File: src/rtl/io_hex_display_port.sv
// io_hex_display_port: memory-mapped display/switch port for the CPU data bus.
// A store to BASE_ADDR latches a (saturated) binary value; a serial double-dabble
// converter turns it into six BCD digits shown on active-low seven-segment outputs.
// Loads return the synchronised switch groups and a {pending, busy} status word.
// Optional build macro: LEADING_ZERO_BLANK_EN blanks digits above the leading nonzero one.
module io_hex_display_port #(
    parameter logic [31:0] BASE_ADDR = 32'h0000_0080,
    parameter logic [31:0] MAX_VALUE = 32'd999999
) (
    input  logic        clock,
    input  logic        resetn,
    input  logic [31:0] addr,
    input  logic [31:0] datain,
    input  logic        wmem,
    output logic [31:0] ioread_data,
    input  logic [3:0]  sw_a,
    input  logic [3:0]  sw_b,
    output logic [6:0]  hex0,
    output logic [6:0]  hex1,
    output logic [6:0]  hex2,
    output logic [6:0]  hex3,
    output logic [6:0]  hex4,
    output logic [6:0]  hex5
);

    localparam logic [29:0] W_VAL  = BASE_ADDR[31:2];
    localparam logic [29:0] W_SWA  = W_VAL + 30'd1;
    localparam logic [29:0] W_SWB  = W_VAL + 30'd2;
    localparam logic [29:0] W_STAT = W_VAL + 30'd3;

`ifdef LEADING_ZERO_BLANK_EN
    localparam logic [6:0] HEX_RST_HI = 7'h7F;
`else
    localparam logic [6:0] HEX_RST_HI = 7'h40;
`endif

    typedef enum logic [1:0] {IDLE, LOAD, SHIFT, DONE} state_t;

    state_t      state;
    logic        busy;
    logic        pending;
    logic [31:0] value_q;
    logic [19:0] src;
    logic [19:0] shift_r;
    logic [23:0] bcd;
    logic [23:0] bcd_adj;
    logic [4:0]  cnt;
    logic [3:0]  sw_a_s1, sw_a_s2, sw_b_s1, sw_b_s2;
    logic        store_hit;
    logic [31:0] store_val;
    logic [6:0]  seg_next [6];
    logic        unused_addr_bits;

    assign unused_addr_bits = ^addr[1:0];
    assign store_hit = wmem && (addr[31:2] == W_VAL);
    assign store_val = (datain > MAX_VALUE) ? MAX_VALUE : datain;

    function automatic logic [6:0] seg7(input logic [3:0] d);
        case (d)
            4'd0:    seg7 = 7'h40;
            4'd1:    seg7 = 7'h79;
            4'd2:    seg7 = 7'h24;
            4'd3:    seg7 = 7'h30;
            4'd4:    seg7 = 7'h19;
            4'd5:    seg7 = 7'h12;
            4'd6:    seg7 = 7'h02;
            4'd7:    seg7 = 7'h78;
            4'd8:    seg7 = 7'h00;
            4'd9:    seg7 = 7'h10;
            default: seg7 = 7'h7F;
        endcase
    endfunction

    // Two-flop synchronisers for the asynchronous switch inputs
    always_ff @(posedge clock or negedge resetn) begin
        if (!resetn) begin
            sw_a_s1 <= '0;
            sw_a_s2 <= '0;
            sw_b_s1 <= '0;
            sw_b_s2 <= '0;
        end else begin
            sw_a_s1 <= sw_a;
            sw_a_s2 <= sw_a_s1;
            sw_b_s1 <= sw_b;
            sw_b_s2 <= sw_b_s1;
        end
    end

    // CPU load data, decoded combinationally from the word address
    always_comb begin
        ioread_data = '0;
        if (addr[31:2] == W_VAL)       ioread_data = value_q;
        else if (addr[31:2] == W_SWA)  ioread_data = {28'b0, sw_a_s2};
        else if (addr[31:2] == W_SWB)  ioread_data = {28'b0, sw_b_s2};
        else if (addr[31:2] == W_STAT) ioread_data = {30'b0, pending, busy};
    end

    // Double-dabble correction: add 3 to every BCD nibble that is 5 or more
    always_comb begin
        bcd_adj = bcd;
        for (int unsigned i = 0; i < 6; i++) begin
            if (bcd[4*i +: 4] >= 4'd5) bcd_adj[4*i +: 4] = bcd[4*i +: 4] + 4'd3;
        end
    end

    // Segment patterns for the finished BCD result, with optional leading-zero blanking
    always_comb begin
        for (int unsigned i = 0; i < 6; i++) seg_next[i] = seg7(bcd[4*i +: 4]);
`ifdef LEADING_ZERO_BLANK_EN
        begin
            logic higher_nz;
            higher_nz = 1'b0;
            // walk from the top digit down; hex0 is never blanked
            for (int unsigned k = 0; k < 5; k++) begin
                higher_nz = higher_nz | (bcd[4*(5-k) +: 4] != 4'd0);
                if (!higher_nz) seg_next[5-k] = 7'h7F;
            end
        end
`endif
    end

    // Store acceptance, conversion FSM and registered display outputs
    always_ff @(posedge clock or negedge resetn) begin
        if (!resetn) begin
            state   <= IDLE;
            busy    <= 1'b0;
            pending <= 1'b0;
            value_q <= '0;
            src     <= '0;
            shift_r <= '0;
            bcd     <= '0;
            cnt     <= '0;
            hex0    <= 7'h40;
            hex1    <= HEX_RST_HI;
            hex2    <= HEX_RST_HI;
            hex3    <= HEX_RST_HI;
            hex4    <= HEX_RST_HI;
            hex5    <= HEX_RST_HI;
        end else begin
            // src doubles as the pending slot: LOAD always converts the latest store
            if (store_hit) begin
                value_q <= store_val;
                src     <= store_val[19:0];
            end
            case (state)
                IDLE: begin
                    if (store_hit) state <= LOAD;
                end
                LOAD: begin
                    shift_r <= src;
                    bcd     <= '0;
                    cnt     <= '0;
                    busy    <= 1'b1;
                    state   <= SHIFT;
                    if (store_hit) pending <= 1'b1;
                end
                SHIFT: begin
                    bcd     <= {bcd_adj[22:0], shift_r[19]};
                    shift_r <= {shift_r[18:0], 1'b0};
                    cnt     <= cnt + 5'd1;
                    if (cnt == 5'd19) state <= DONE;
                    if (store_hit) pending <= 1'b1;
                end
                DONE: begin
                    hex0    <= seg_next[0];
                    hex1    <= seg_next[1];
                    hex2    <= seg_next[2];
                    hex3    <= seg_next[3];
                    hex4    <= seg_next[4];
                    hex5    <= seg_next[5];
                    pending <= 1'b0;
                    if (pending || store_hit) begin
                        state <= LOAD;
                        busy  <= 1'b1;
                    end else begin
                        state <= IDLE;
                        busy  <= 1'b0;
                    end
                end
                default: state <= IDLE;
            endcase
        end
    end

endmodule

File: config.mk
export PLATFORM = sky130hd
export DESIGN_NAME = io_hex_display_port
export DESIGN_NICKNAME = d
export VERILOG_FILES = /design/src/rtl/io_hex_display_port.sv
export SDC_FILE = /design/constraint.sdc
export NUM_CORES = 1
export LEC_CHECK = 0
export CELL_PAD_IN_SITES_DETAIL_PLACEMENT = 1
export CELL_PAD_IN_SITES_GLOBAL_PLACEMENT = 1
export CORE_ASPECT_RATIO = 0.7
export CORE_UTILIZATION = 42
export CTS_CLUSTER_DIAMETER = 100
export DETAILED_ROUTE_END_ITERATION = 10
export GPL_ROUTABILITY_DRIVEN = 0
export PLACE_DENSITY = 0.85
export SLEW_MARGIN = 20
export SYNTH_ARGS = -nofsm -noshare
export SYNTH_HDL_FRONTEND = slang
export SYNTH_SLANG_ARGS = --single-unit
File: constraint.sdc
create_clock -name clock -period 6.2 [get_ports clock]
set_clock_uncertainty 0.05 [all_clocks]
set_input_delay 0.93 -clock clock [delete_from_list [all_inputs] [get_ports clock]]
set_output_delay 0.93 -clock clock [all_outputs]
set_load 0.01 [all_outputs]
==> results of run 1 <==
stage by stage:
stage	total power, mW	hold WS [ns]	instance area, um2	setup WS [ns]	cells
floorplan	0.9650	0.2812	7116	2.850	728
global placement	1.032	0.2863	8757	1.792	1064
detailed placement	1.035	0.2863	8757	1.653	1064
CTS	2.103	0.2999	9364	1.652	1096
global route	2.143	0.3023	9366	1.471	1096
finish	2.079	0.2946	9366	1.658	1096
registers in the layout (all words and copies together), names as in the netlist:
signal / cells
value_q: 32
sw_a_s2: 4
sw_b_s1: 4
hex5: 7
cnt: 5
sw_b_s2: 4
hex4: 7
shift_r: 20
hex1: 7
hex0: 7
hex3: 7
pending: 1
hex2: 7
bcd: 24
sw_a_s1: 4
state: 2
busy: 1
cell type report:
type	count	area share [%]
Timing Repair Buffer	152	16.10
Clock inverter	13	1.750
Multi-Input combinational cell	487	33.85
Clock buffer	19	4.729
Inverter	57	2.284
Sequential cell	143	38.28
Tap cell	225	3.006
synth_stat cells, drive strengths merged (6+ instances only):
cell type,number,area share (%)
inv,54,2.8
o211ai,21,2.2
a21o,6,0.63
nor2,62,3.3
a21oi,77,5.4
nor3,12,0.98
nand3,11,0.77
and2,42,3.7
nand2b,8,0.70
o22a,10,1.2
mux2i,25,3.5
o21ai,56,3.9
buf,7,0.39
a22o,7,0.86
nand2,33,1.7
dfstp,6,2.2
xnor2,6,0.74
nor4,9,0.79
o22ai,17,1.5
clkbuf,34,1.8
dfrtp,137,48
ha,37,6.5
logic make-up (layout without fill, tap and decap cells):
logic type	Yosys count	in the layout	synth area share, %
flops	143	143	50.40
simple gates	196	196	13.84
compound gates	216	216	18.39
fa+ha+maj	37	37	6.506
mux	32	32	4.941
xor+xnor	6	6	0.7385
buf+inv	98	241	5.187
worst max-delay path, cell delays in order:
cell                              delay, ns
sky130_fd_sc_hd__clkdlybuf4s50_1       0.40
sky130_fd_sc_hd__nor4_1                0.34
sky130_fd_sc_hd__nand4_1               0.31
sky130_fd_sc_hd__or2_1                 0.41
sky130_fd_sc_hd__nor3_2                0.13
sky130_fd_sc_hd__buf_4                 0.29
sky130_fd_sc_hd__and2_1                0.18
sky130_fd_sc_hd__clkdlybuf4s50_1       0.56
routing by layer:
layer | GRT usage [%] | up-vias | share of wire [%]
met4 | 7.443 | 0 | 1.4
met3 | 4.691 | 20 | 3.3
met5 | 0 | - | 0
met1 | 31.24 | 2934 | 47
met2 | 38.79 | 106 | 49
li1 | - | 2795 | -
report_power, final:
part           internal [mW]  total, mW  leakage, nW  switching [mW]
clock network          0.645       1.06        0.293           0.417
registers              0.939      0.941         1.93         0.00168
logic                 0.0449     0.0761         1.73          0.0312
worst paths after layout:
kind,slack (ns),endpoint,cells after the start,from
worst max-delay path,1.66,ioread_data[12],8,addr[30]
worst min-delay path,0.29,sw_a_s2[1],0,sw_a_s1[1]
worst max register to register,3.30,bcd[18],5,state[0]
worst min register to register,0.29,sw_a_s2[1],0,sw_a_s1[1]
max in group asynchronous,4.23,bcd[14],2,resetn
min in group asynchronous,0.44,value_q[22],1,resetn
==> impl_metrics.xml, run 1 <==
<?xml version="1.0" encoding="UTF-8"?>
<metrics>
  <group name="status">
    <metric name="outcome" unit="">completed</metric>
  </group>
  <group name="sta">
    <metric name="timing.max_slew.rel_slack" unit="%">37.00</metric>
    <metric name="timing.final.hold_violations" unit="">0</metric>
    <metric name="pins_over_slew_limit" unit="">0</metric>
    <metric name="min_period_over_period" unit="%">73.26</metric>
    <metric name="final.min_clock_period" unit="ns">4.542</metric>
    <metric name="rsz_0062_raised_after_global_routing" unit="">no</metric>
    <metric name="finalSetupViolCount" unit="">0</metric>
    <metric name="achievable-frequency" unit="GHz">0.2202</metric>
    <metric name="finalSetupTns" unit="ns">0</metric>
    <metric name="tightestPinTransition" unit="ns">0.9451</metric>
  </group>
  <group name="cts">
    <metric name="root_buffer" unit="">sky130_fd_sc_hd__clkbuf_16</metric>
    <metric name="ctsLongestPathBuffers" unit="">2</metric>
    <metric name="cts.sinks" unit="">143</metric>
    <metric name="postCtsSetupRepairBufs" unit="">0</metric>
    <metric name="h-tree-depth" unit="">4</metric>
    <metric name="ctsHoldBuffers" unit="">0</metric>
    <metric name="ctsResizeCount" unit="">0</metric>
    <metric name="clk_transition_reported_paths" unit="ns">0.06</metric>
    <metric name="clock_latency" unit="ns">0.43</metric>
    <metric name="cts_buffers" unit="">17</metric>
    <metric name="clock_tree_from_tritoncts" unit="">done</metric>
  </group>
  <group name="layout">
    <metric name="area.sequential" unit="um2">3586</metric>
    <metric name="most-common-layout-cells" unit="">145 x sky130_fd_sc_hd__clkdlybuf4s50_1, 137 x sky130_fd_sc_hd__dfrtp_1, 77 x sky130_fd_sc_hd__a21oi_1, 61 x sky130_fd_sc_hd__nor2_1, 55 x sky130_fd_sc_hd__o21ai_0</metric>
    <metric name="layout_commonest_cell" unit="">sky130_fd_sc_hd__clkdlybuf4s50_1</metric>
    <metric name="multiInputGateArea" unit="um2">3171</metric>
    <metric name="antennaDiodeCount" unit="">0</metric>
    <metric name="drive_above_1_share" unit="%">6.889</metric>
    <metric name="area_growth" unit="%">31.63</metric>
    <metric name="final_net_count" unit="">970</metric>
    <metric name="fill_cells" unit="">1801</metric>
    <metric name="post_route_core_utilization" unit="%">56.96</metric>
  </group>
  <group name="yosys">
    <metric name="synth-edff-count" unit="">0</metric>
    <metric name="synth-warning-count" unit="">0</metric>
    <metric name="cell_area_synth" unit="um2">7116</metric>
    <metric name="synth-async-reset-ratio" unit="%">100.0</metric>
    <metric name="netlist_instances" unit="">728</metric>
    <metric name="synth.avg_cell_area" unit="um2">9.774</metric>
    <metric name="synth_register_bits" unit="">143</metric>
    <metric name="synth-seq-area-share" unit="%">50.40</metric>
    <metric name="syn_nets" unit="">840</metric>
    <metric name="post_synth_num_cell_types" unit="">51</metric>
    <metric name="ys.flop_type" unit="">sky130_fd_sc_hd__dfrtp_1</metric>
  </group>
  <group name="drt">
    <metric name="antenna_left" unit="">0</metric>
    <metric name="mean_routed_wirelength_per_cell" unit="um">17.79</metric>
    <metric name="drt_pre_antenna_iters" unit="">4</metric>
    <metric name="dr.first_iter.drc_count" unit="">230</metric>
    <metric name="drt-vias-per-instance" unit="">5.342</metric>
    <metric name="vias" unit="">5855</metric>
    <metric name="drc" unit="">0</metric>
    <metric name="route.final.wire_length" unit="um">19500</metric>
  </group>
  <group name="worst_setup_path">
    <metric name="criticalPathCategory" unit="">primary input to output port</metric>
    <metric name="cp_required" unit="ns">5.22</metric>
    <metric name="worst_ep_arrival_time" unit="ns">3.56</metric>
    <metric name="worst_path_max_fanout" unit="">28</metric>
    <metric name="worst_setup_path_end_kind" unit="">output port</metric>
    <metric name="critPathLaunchType" unit="">primary input</metric>
  </group>
  <group name="die">
    <metric name="die_h" unit="um">110.9</metric>
    <metric name="die_w" unit="um">157.6</metric>
    <metric name="floorplan.initialDensity" unit="%">43.27</metric>
    <metric name="placementRows" unit="">39</metric>
    <metric name="core_area" unit="um2">16440</metric>
    <metric name="ios" unit="">149</metric>
    <metric name="dieArea" unit="um2">17470</metric>
  </group>
  <group name="place">
    <metric name="numPortBuffers" unit="">146</metric>
    <metric name="place.detailed.hpwl" unit="um">13550</metric>
  </group>
  <group name="grt">
    <metric name="grt_use_total" unit="%">23.60</metric>
    <metric name="grt_antenna_before_repair" unit="">0</metric>
    <metric name="grt_remaining_overflow" unit="">0</metric>
    <metric name="grt_start_max_net_pins" unit="">73</metric>
    <metric name="grt_pass1_vias" unit="">6240</metric>
    <metric name="grt_first_pass_wirelength" unit="um">32060</metric>
  </group>
  <group name="worst_hold_path">
    <metric name="min_path_type" unit="">register to register</metric>
  </group>
  <group name="pwr">
    <metric name="total_leakage_power" unit="nW">3.954</metric>
    <metric name="vdd.ir_drop.worst" unit="mV">0.1235</metric>
    <metric name="power_density" unit="nW/um2">221.9</metric>
  </group>
  <group name="flow_run">
    <metric name="cap_violations" unit="">0</metric>
  </group>
</metrics>
No activity file was read; power rests on OpenSTA's default activity.
==> run 2: changes to the inputs <==
--- a/config.mk
+++ b/config.mk
@@ -8,11 +8,11 @@
 export CELL_PAD_IN_SITES_DETAIL_PLACEMENT = 1
 export CELL_PAD_IN_SITES_GLOBAL_PLACEMENT = 1
 export CORE_ASPECT_RATIO = 0.7
-export CORE_UTILIZATION = 42
+export CORE_UTILIZATION = 39
 export CTS_CLUSTER_DIAMETER = 100
 export DETAILED_ROUTE_END_ITERATION = 10
 export GPL_ROUTABILITY_DRIVEN = 0
-export PLACE_DENSITY = 0.85
+export PLACE_DENSITY = 0.8
 export SLEW_MARGIN = 20
 export SYNTH_ARGS = -nofsm -noshare
 export SYNTH_HDL_FRONTEND = slang
==> constraint.sdc (replaced) <==
create_clock -name clock -period 4.5 [get_ports clock]
set_clock_uncertainty 0.05 [all_clocks]
set_input_delay 0.675 -clock clock [delete_from_list [all_inputs] [get_ports clock]]
set_output_delay 0.675 -clock clock [all_outputs]
set_load 0.01 [all_outputs]
==> impl_metrics.xml, run 2 (synthesized netlist as in run 1, its figures left out) <==
<?xml version="1.0" encoding="UTF-8"?>
<metrics>
  <group name="place">
    <metric name="place.detailed.hpwl" unit="um">12930</metric>
    <metric name="place_area" unit="um2">8772</metric>
    <metric name="numPlacedInstances" unit="">1071</metric>
    <metric name="dpl_ws" unit="ns">0.5036</metric>
    <metric name="numPortBuffers" unit="">146</metric>
  </group>
  <group name="sta">
    <metric name="rsz_0062_raised_after_global_routing" unit="">no</metric>
    <metric name="finalSetupViolCount" unit="">0</metric>
    <metric name="finalHoldWorstSlack" unit="ns">0.2322</metric>
    <metric name="tightestPinTransition" unit="ns">0.9454</metric>
    <metric name="pins_over_slew_limit" unit="">0</metric>
    <metric name="timing.max_slew.rel_slack" unit="%">36.97</metric>
    <metric name="final.min_clock_period" unit="ns">3.983</metric>
    <metric name="achievable-frequency" unit="GHz">0.2511</metric>
    <metric name="setup_slack" unit="ns">0.5174</metric>
    <metric name="min_period_over_period" unit="%">88.50</metric>
    <metric name="timing.final.hold_violations" unit="">0</metric>
    <metric name="finalSetupTns" unit="ns">0</metric>
  </group>
  <group name="worst_setup_path">
    <metric name="cp_required" unit="ns">3.77</metric>
    <metric name="r2r_start" unit="">state[0]</metric>
    <metric name="crit_buf_inv" unit="">3</metric>
    <metric name="criticalPathCategory" unit="">primary input to output port</metric>
    <metric name="critPathLaunchType" unit="">primary input</metric>
    <metric name="worst_setup_path_end_kind" unit="">output port</metric>
    <metric name="cpMaxStageDelayCell" unit="">sky130_fd_sc_hd__clkdlybuf4s50_1</metric>
    <metric name="worst_path_max_fanout" unit="">28</metric>
    <metric name="timing.reg2reg.worst_path_depth" unit="">4</metric>
    <metric name="critical_path.most_common_cell" unit="">sky130_fd_sc_hd__clkdlybuf4s50_1</metric>
    <metric name="crit_family" unit="">simple AND/OR/NAND/NOR gates</metric>
    <metric name="cp_cell_sequence" unit="">clkdlybuf4s50_1 &gt; nor4_1 &gt; nand4_1 &gt; or2_1 &gt; nor3_2 &gt; buf_4 &gt; and2_1 &gt; clkdlybuf4s50_1</metric>
    <metric name="timing.reg2reg.setup_slack" unit="ns">1.76</metric>
    <metric name="timing.critical_path.slowest_cell_delay" unit="ns">0.57</metric>
    <metric name="worst_ep_arrival_time" unit="ns">3.26</metric>
    <metric name="crit-reg2reg-capture" unit="">bcd[6]</metric>
  </group>
  <group name="cts">
    <metric name="ctsHoldBuffers" unit="">0</metric>
    <metric name="h-tree-depth" unit="">4</metric>
    <metric name="ctsLongestPathBuffers" unit="">2</metric>
    <metric name="clock_latency" unit="ns">0.42</metric>
    <metric name="cts.sinks" unit="">143</metric>
    <metric name="clk_transition_reported_paths" unit="ns">0.06</metric>
    <metric name="postCtsSetupRepairBufs" unit="">0</metric>
    <metric name="cts_buffers" unit="">17</metric>
    <metric name="clock_tree_from_tritoncts" unit="">done</metric>
    <metric name="root_buffer" unit="">sky130_fd_sc_hd__clkbuf_16</metric>
    <metric name="ctsResizeCount" unit="">0</metric>
  </group>
  <group name="layout">
    <metric name="layout_commonest_cell" unit="">sky130_fd_sc_hd__clkdlybuf4s50_1</metric>
    <metric name="drive_above_1_share" unit="%">6.881</metric>
    <metric name="antennaDiodeCount" unit="">0</metric>
    <metric name="top_register" unit="">value_q</metric>
    <metric name="multiInputGateArea" unit="um2">3168</metric>
    <metric name="most-common-layout-cells" unit="">145 x sky130_fd_sc_hd__clkdlybuf4s50_1, 137 x sky130_fd_sc_hd__dfrtp_1, 77 x sky130_fd_sc_hd__a21oi_1, 62 x sky130_fd_sc_hd__nor2_1, 55 x sky130_fd_sc_hd__o21ai_0</metric>
    <metric name="final-instance-count-excl-fill" unit="">1103</metric>
    <metric name="post_route_cell_area" unit="um2">9369</metric>
    <metric name="fill_cells" unit="">1929</metric>
    <metric name="largestRegisters" unit="">value_q: 32 flops, bcd: 24 flops, shift_r: 20 flops</metric>
    <metric name="final_net_count" unit="">971</metric>
    <metric name="area.sequential" unit="um2">3586</metric>
    <metric name="largest_register_ffs" unit="">32</metric>
    <metric name="area_growth" unit="%">31.67</metric>
  </group>
  <group name="grt">
    <metric name="grt_pass1_vias" unit="">6224</metric>
    <metric name="grt_start_max_net_pins" unit="">78</metric>
    <metric name="grt_antenna_before_repair" unit="">0</metric>
    <metric name="grt_first_pass_wirelength" unit="um">32060</metric>
    <metric name="grt_remaining_overflow" unit="">0</metric>
    <metric name="grt_use_total" unit="%">21.96</metric>
  </group>
  <group name="status">
    <metric name="outcome" unit="">completed</metric>
  </group>
  <group name="drt">
    <metric name="dr.first_iter.drc_count" unit="">293</metric>
    <metric name="vias" unit="">5828</metric>
    <metric name="drt-vias-per-instance" unit="">5.284</metric>
    <metric name="met3_wirelength" unit="um">705</metric>
    <metric name="wl_met1" unit="um">9250</metric>
    <metric name="highest-signal-layer" unit="">met4</metric>
    <metric name="drt_pre_antenna_iters" unit="">4</metric>
    <metric name="mean_routed_wirelength_per_cell" unit="um">17.30</metric>
    <metric name="antenna_left" unit="">0</metric>
    <metric name="drc" unit="">0</metric>
    <metric name="route.final.wire_length" unit="um">19090</metric>
    <metric name="routed-wl-met2" unit="um">8847</metric>
  </group>
  <group name="die">
    <metric name="ios" unit="">149</metric>
    <metric name="placementRows" unit="">40</metric>
    <metric name="floorplan.initialDensity" unit="%">40.62</metric>
    <metric name="core_area" unit="um2">17520</metric>
    <metric name="dieArea" unit="um2">18800</metric>
    <metric name="die_w" unit="um">163.4</metric>
    <metric name="die_h" unit="um">115.0</metric>
  </group>
  <group name="flow_run">
    <metric name="cap_violations" unit="">0</metric>
  </group>
  <group name="pwr">
    <metric name="vdd.ir_drop.worst" unit="mV">0.2309</metric>
    <metric name="power_density" unit="nW/um2">302.7</metric>
    <metric name="total_leakage_power" unit="nW">3.951</metric>
  </group>
  <group name="worst_hold_path">
    <metric name="min_path_type" unit="">primary input to asynchronous set/reset pin</metric>
  </group>
</metrics>
-- run 2: cell types whose count changed in the layout (fill, tap and decap cells not counted), sizes merged --
cell / change
inv: +5
buf: +1
bufinv: -1
clkinv: -4
-- run 2: worst reg2reg max path, cell delays in order (launching register included) --
cell	delay, ns
sky130_fd_sc_hd__dfrtp_1	0.43
sky130_fd_sc_hd__inv_1	0.16
sky130_fd_sc_hd__ha_2	0.84
sky130_fd_sc_hd__nand2_1	0.76
sky130_fd_sc_hd__o22ai_1	0.39
-- run 2: final cells by class --
cell class / count / area share [%]
Clock inverter: 13 / 1.643
Tap cell: 231 / 3.085
Timing Repair Buffer: 153 / 16.17
Clock buffer: 19 / 4.728
Multi-Input combinational cell: 487 / 33.81
Inverter: 57 / 2.284
Sequential cell: 143 / 38.27
-- run 2: per-stage QoR --
step | total power, mW | utilization (%)
floorplan | 1.330 | -
global route | 2.936 | 53.49
CTS | 2.869 | 53.49
global placement | 1.423 | 50.08
detailed placement | 1.427 | 50.08
finish | 2.836 | 53.49
-- run 2: worst max path at each step --
| stage | start | end | slack, ns | cells after the start |
|---|---|---|---|---|
| after floorplan | addr[30] | ioread_data[12] | 1.66 | 6 |
| after global routing | addr[30] | ioread_data[5] | 0.34 | 8 |
| after detailed placement | addr[30] | ioread_data[5] | 0.50 | 8 |
| final | addr[30] | ioread_data[5] | 0.52 | 8 |
| after CTS | addr[30] | ioread_data[5] | 0.49 | 8 |
| after global placement | addr[30] | ioread_data[30] | 0.64 | 8 |
-- run 2: where the power goes --
group          total, mW  internal [mW]  leakage (nW)  switching [mW]
combinational      0.106         0.0624          1.73          0.0437
sequential          1.30           1.29          1.93         0.00263
clock               1.43          0.844         0.286           0.589
total               2.84           2.20          3.95           0.636
-- run 2: layer usage --
layer / vias to the layer above / track usage [%]
met5: - / 0
met1: 2900 / 29.65
met2: 110 / 35.20
li1: 2796 / -
met3: 22 / 5.123
met4: 0 / 6.604
